**src/rtl/rcon_gen.sv**
```systemverilog
`default_nettype none
// ============================================================================
// Module   : rcon_gen
// Brief    : Sequential AES round-constant generator (GF(2^WIDTH) doubling),
//            valid/ready streaming. Macro RCON_REVERSE_EN adds reverse order.
// Revision : 1.0 - initial release
// ============================================================================
module rcon_gen #(
    parameter int               WIDTH = 8,
    parameter logic [WIDTH-1:0] POLY  = 8'h1B,
    parameter int               CNT_W = 4
) (
    input  logic             clk,
    input  logic             n_rst,
    input  logic             start,
    input  logic             clear,
    input  logic [1:0]       key_mode,
    input  logic             rev,
    input  logic             rd_ready,
    output logic [WIDTH-1:0] rcon_out,
    output logic             rcon_valid,
    output logic [CNT_W-1:0] round_num,
    output logic             last,
    output logic             busy,
    output logic             done,
    output logic             mode_err
);

    localparam logic [1:0] c_st_idle = 2'd0;
`ifdef RCON_REVERSE_EN
    localparam logic [1:0] c_st_prime = 2'd1;
    localparam logic [WIDTH-1:0] c_msb = {1'b1, {(WIDTH-1){1'b0}}};
    localparam logic [CNT_W-1:0] c_two = CNT_W'(2);
`endif
    localparam logic [1:0] c_st_run  = 2'd2;
    localparam logic [1:0] c_st_done = 2'd3;

    localparam logic [CNT_W-1:0] c_n128 = CNT_W'(10);
    localparam logic [CNT_W-1:0] c_n192 = CNT_W'(8);
    localparam logic [CNT_W-1:0] c_n256 = CNT_W'(7);
    localparam logic [CNT_W-1:0] c_one  = CNT_W'(1);

    function automatic logic [WIDTH-1:0] f_xtime(input logic [WIDTH-1:0] r);
        return {r[WIDTH-2:0], 1'b0} ^ (r[WIDTH-1] ? POLY : '0);
    endfunction

`ifdef RCON_REVERSE_EN
    // Inverse doubling: an odd value must have been reduced, so undo POLY and restore the MSB.
    function automatic logic [WIDTH-1:0] f_inv_xtime(input logic [WIDTH-1:0] r);
        return r[0] ? (((r ^ POLY) >> 1) | c_msb) : (r >> 1);
    endfunction
`endif

    logic [1:0]       r_state, w_state_nxt;
    logic [WIDTH-1:0] r_rcon, w_rcon_nxt, w_step;
    logic [CNT_W-1:0] r_round, w_round_nxt, r_n, w_n_nxt, w_n_sel, w_round_step;
    logic             r_mode_err, w_mode_err_nxt;
    logic             w_last;
`ifdef RCON_REVERSE_EN
    logic             r_rev, w_rev_nxt;
`else
    logic             w_unused_rev;
    assign w_unused_rev = rev;
`endif

    always_comb begin
        w_n_sel = c_n128;
        case (key_mode)
            2'b00:   w_n_sel = c_n128;
            2'b01:   w_n_sel = c_n192;
            2'b10:   w_n_sel = c_n256;
            default: w_n_sel = c_n128;
        endcase
    end

`ifdef RCON_REVERSE_EN
    assign w_last       = r_rev ? (r_round == '0) : (r_round == r_n - c_one);
    assign w_step       = r_rev ? f_inv_xtime(r_rcon) : f_xtime(r_rcon);
    assign w_round_step = r_rev ? (r_round - c_one) : (r_round + c_one);
`else
    assign w_last       = (r_round == r_n - c_one);
    assign w_step       = f_xtime(r_rcon);
    assign w_round_step = r_round + c_one;
`endif

    always_comb begin
        w_state_nxt    = r_state;
        w_rcon_nxt     = r_rcon;
        w_round_nxt    = r_round;
        w_n_nxt        = r_n;
        w_mode_err_nxt = 1'b0;
`ifdef RCON_REVERSE_EN
        w_rev_nxt      = r_rev;
`endif
        if (clear) begin
            w_state_nxt = c_st_idle;
            w_rcon_nxt  = '0;
            w_round_nxt = '0;
`ifdef RCON_REVERSE_EN
            w_rev_nxt   = 1'b0;
`endif
        end else begin
            case (r_state)
                c_st_idle: begin
                    if (start) begin
                        w_n_nxt        = w_n_sel;
                        w_mode_err_nxt = (key_mode == 2'b11);
                        w_rcon_nxt     = WIDTH'(1);
                        w_round_nxt    = '0;
                        w_state_nxt    = c_st_run;
`ifdef RCON_REVERSE_EN
                        w_rev_nxt      = rev;
                        if (rev) w_state_nxt = c_st_prime;
`endif
                    end
                end
`ifdef RCON_REVERSE_EN
                // Walk forward to the final constant; round counts the doublings applied.
                c_st_prime: begin
                    w_rcon_nxt  = f_xtime(r_rcon);
                    w_round_nxt = r_round + c_one;
                    if (r_round == r_n - c_two) w_state_nxt = c_st_run;
                end
`endif
                c_st_run: begin
                    if (rd_ready) begin
                        if (w_last) begin
                            w_state_nxt = c_st_done;
                        end else begin
                            w_rcon_nxt  = w_step;
                            w_round_nxt = w_round_step;
                        end
                    end
                end
                c_st_done: begin
                    w_state_nxt = c_st_idle;
                    w_round_nxt = '0;
                end
                default: w_state_nxt = c_st_idle;
            endcase
        end
    end

    always_ff @(posedge clk or negedge n_rst) begin
        if (!n_rst) begin
            r_state    <= c_st_idle;
            r_rcon     <= '0;
            r_round    <= '0;
            r_n        <= c_n128;
            r_mode_err <= 1'b0;
`ifdef RCON_REVERSE_EN
            r_rev      <= 1'b0;
`endif
        end else begin
            r_state    <= w_state_nxt;
            r_rcon     <= w_rcon_nxt;
            r_round    <= w_round_nxt;
            r_n        <= w_n_nxt;
            r_mode_err <= w_mode_err_nxt;
`ifdef RCON_REVERSE_EN
            r_rev      <= w_rev_nxt;
`endif
        end
    end

    assign rcon_valid = (r_state == c_st_run);
    assign rcon_out   = rcon_valid ? r_rcon : '0;
    assign round_num  = r_round;
    assign last       = rcon_valid & w_last;
    assign busy       = (r_state != c_st_idle);
    assign done       = (r_state == c_st_done);
    assign mode_err   = r_mode_err;

endmodule
`default_nettype wire
```
**config.mk**
```make
export PLATFORM = sky130hd
export DESIGN_NAME = rcon_gen
export DESIGN_NICKNAME = d
export VERILOG_FILES = /design/src/rtl/rcon_gen.sv
export SDC_FILE = /design/constraint.sdc
export NUM_CORES = 1
export LEC_CHECK = 0
export ABC_AREA = 1
export CORE_AREA = 2 2 51 53
export CTS_BUF_LIST = sky130_fd_sc_hd__clkbuf_8
export CTS_CLUSTER_SIZE = 8
export DETAILED_ROUTE_END_ITERATION = 6
export DIE_AREA = 0 0 53 55
export MAX_ROUTING_LAYER = met4
export PLACE_DENSITY_LB_ADDON = 0.15
export SYNTH_ARGS = -nofsm -noshare
export SYNTH_HDL_FRONTEND = slang
export SYNTH_SLANG_ARGS = --single-unit
```
**constraint.sdc**
```tcl
create_clock -name clk -period 2.5 [get_ports clk]
set_clock_uncertainty 0.1 [all_clocks]
set_input_delay 0.75 -clock clk [delete_from_list [all_inputs] [get_ports clk]]
set_output_delay 0.75 -clock clk [all_outputs]
set_load 0.005 [all_outputs]
```
==> summary.txt <==
Logic synthesis
  • Seq/Total Area, Yosys: 39.3%
  • Synth cell types: 23
  • Commonest cells post-synth: 53 x nand2_1, 26 x inv_1, 16 x dfrtp_1
  • Ys async rst share: between 90% and 100%
  • Mapped Nets: approximately 170
  • Post-synth EDFFs: 0
  • Yosys top cell by area: dfrtp_1
  • Seq cells post-synth: 18
  • Yosys top cell area share: 34.7%
  • Synth Flop Type: dfrtp_1
  • Synth Instances: around 150
  • Avg Inst Size Synth: approximately 7.5 µm²
  • Post-Syn Area: 1150 µm²
  • Area contributors post-synth: dfrtp_1 35%, nand2_1 17%, inv_1 8.5%, ha_1 6.5%, nand4_1 4.9%
  • Synth warn: 0
  • Count leader, synth: nand2_1

Route
  • DRT Pass-1 Iters: 4
  • Metal-1 WL: ~1200 µm
  • Detailed Route WL: ~2700 µm
  • ANT nets after route: 0
  • Initial DRC count: 23
  • Post-route DRC: 0
  • Met2 WL: ~1400 µm
  • Via Count: 1138
  • Met3 routed WL: about 110 µm
  • Max Used Layer: met4
  • Vias per std cell: about 5.0
  • DR WL/cell: approximately 12 µm

Worst setup path
  • CP peak stage delay: approximately 0.54 ns
  • Crit path top cell by count: nand2_1
  • Startpoint types: flip-flop
  • WP buf/inv: 2
  • Cell family with most CP delay: flip-flops
  • Crit path arrival time: between 1.5 and 2 ns
  • Critical Path RT: between 1.5 and 2 ns
  • Cell breakdown of the critical path: inv_2, ha_4, nand2_1, nand2_1, nand2_1, nor2_2, nand2_1, nor2_1, buf_2
  • Crit Path Max Fanout: 2
  • CP endpoint kind: output pin
  • CP max stage cell: dfstp_2
  • Crit. Startpoint: r_n[1]
  • Kind of critical path: reg -> out
  • Worst r2r src: r_n[1]

Power
  • Switch Pwr: 623 µW
  • Static leakage: just over 0.001 µW
  • Clock power frac: roughly an eighth
  • Sequential share of power: between 20% and 30%
  • Power per cell area: 954 nW/µm²
  • Combinational Power Share: roughly three fifths
  • Peak supply drop: 672 µV
  • Cell-internal power: between 900 and 1000 µW
  • Sw frac: roughly two fifths

Clocking
  • CTS tree: built
  • Clock Latency Late Sink: roughly 0.26 ns
  • Clock Root Buffer: clkbuf_8
  • Worst-path clk slew: 0.06 ns
  • CTS Sinks: 18
  • CTS H-Tree Depth: 1
  • Clk buf depth: 2
  • Num CTS Buffers: 3

Placed design
  • Final GP Congestion: between 0.8 and 0.9
  • Buffers added on ports: 23
  • Detail Placement HPWL: 1820 µm
  • Pre-CTS setup slack: -0.198 ns
  • Placed cells: approximately 210

Global routing
  • First-pass GRT wire length: 4240 µm
  • Overflow after GRT: 0
  • Vias in the first global route: ~1.0k
  • Global Route Usage Sum: 20.4%
  • Initial antenna violation count: 0
  • Largest net degree at the start of global routing: 13

Timing
  • Final Critical Period: 2.55 ns
  • Setup violations, final: 1
  • Part of the cycle the worst path needs: 102%
  • Slew headroom: 76.5%
  • Slew Limit Fails: 0
  • Worst setup margin: -0.0471 ns
  • Fin. Hold Viols: 0
  • Fmax: a little under 400 MHz
  • Setup TNS: -0.0471 ns
  • RSZ-0062 raised after global routing: true
  • Least-Margin Pin Slew: ~0.35 ns

Final layout
  • Non-Filler Instances: ~230
  • N_diodes: 0
  • Proportion of layout cells with a drive suffix above 1: 21.1%
  • Area of the multi-input gates: between 500 and 600 µm²
  • Fillcell total: ~190
  • # nets final: roughly 210
  • Area added between synthesis and finish: 43.4%
  • Storage element area: between 400 and 500 µm²

Run
  • Max Cap Viol: 0

Status
  • Outcome: complete, but fails checks
  • Failing checks: negative setup slack

Floorplan
  • Core Region: approximately 2400 µm²
  • Num ports: 25
  • Die W: roughly 53 µm
  • Die height: 55 µm
  • Die area: ~2900 µm²
  • Row count: 18
  • Initial Util: between 40% and 50%

Worst hold path
  • Worst hold start: r_rcon[4]
  • HP Class: reg -> reg
final timing paths:
path | slack [ns] | endpoint | depth (start not counted)
min in group asynchronous | 0.66 | round_num[1] | 1
min | 0.41 | r_rcon[4] | 2
min reg2reg | 0.41 | r_rcon[4] | 2
max | -0.05 | last | 9
max reg2reg | 0.22 | r_state[1] | 16
max in group asynchronous | 1.17 | round_num[0] | 2
through the flow:
stage | util (%) | power (µW) | hold slack, ns | area [µm²]
2_1_floorplan | - | 876 | 0.354 | 1150
3_3_place_gp | 62.0 | 1130 | 0.387 | 1470
3_5_place_dp | 62.0 | 1150 | 0.396 | 1470
4_1_cts | 67.2 | 1450 | 0.417 | 1590
5_1_grt | 69.9 | 1700 | 0.434 | 1650
6_report | 69.9 | 1580 | 0.411 | 1650
final cells by class:
| cell class | instances | share of cell area [%] |
|---|---|---|
| multi-input combinational | 105 | 35.6 |
| inverter | 26 | 5.90 |
| tap | 30 | 2.27 |
| clock buffer | 3 | 2.50 |
| sequential | 18 | 27.4 |
| timing repair buffer | 46 | 26.1 |
| clock inverter | 1 | 0.227 |
power groups by stage:
stage	registers (µW)	logic, µW	clock network [µW]
2_1_floorplan	421	455	0
3_3_place_gp	410	723	0
3_5_place_dp	413	738	0
4_1_cts	412	833	210
5_1_grt	426	1050	226
6_report	417	951	210
cells in the final DEF, fill, tap and decap left out, types with 4 or more instances in the layout:
master / count
buf_4: 21
clkdlybuf4s50_1: 15
dfrtp_1: 16
dlymetal6s2s_1: 7
ha_1: 4
inv_1: 24
nand2_1: 52
nand3_1: 8
nand4_1: 9
nor2_1: 8
o21ai_0: 5
xor2_1: 4
worst reg2reg max path, delay by kind of cell (launching register included):
family / cells / cell delay [ns]
AND/OR/NAND/NOR: 9 / 0.58
buffers and inverters: 6 / 0.72
flip-flops: 1 / 0.54
adder cells (fa/ha/maj): 1 / 0.27
cell families (layout without fill, tap and decap cells):
logic type | count (synthesis) | after routing | share of synthesized area [%]
buf+inv | 31 | 76 | 12.5
flops | 18 | 18 | 39.3
compound gates | 9 | 9 | 5.42
xor+xnor | 5 | 5 | 3.80
fa+ha+maj | 6 | 6 | 6.51
simple gates | 85 | 85 | 32.5
metal layers:
metal / track usage, % / vias to the layer above
met2: 35.2 / 29
met1: 25.7 / 536
met3: 2.42 / 4
met4: 5.13 / 0
met5: - / -
li1: - / 569
what timing repair did:
| item | in CTS | in global routing |
|---|---|---|
| pin swaps | 4 | 4 |
| gates resized for setup | 11 | 12 |
| setup buffers | 7 | 6 |
| gates cloned | 0 | 0 |
| hold buffers | 0 | 0 |
| endpoints found under the setup margin | 10 | 21 |
registers in the layout (all words and copies together), names as in the netlist:
signal,cells
mode_err,1
r_n,3
round_num,4
r_rcon,8
r_state,2
Power figures use the tool's default switching activity.
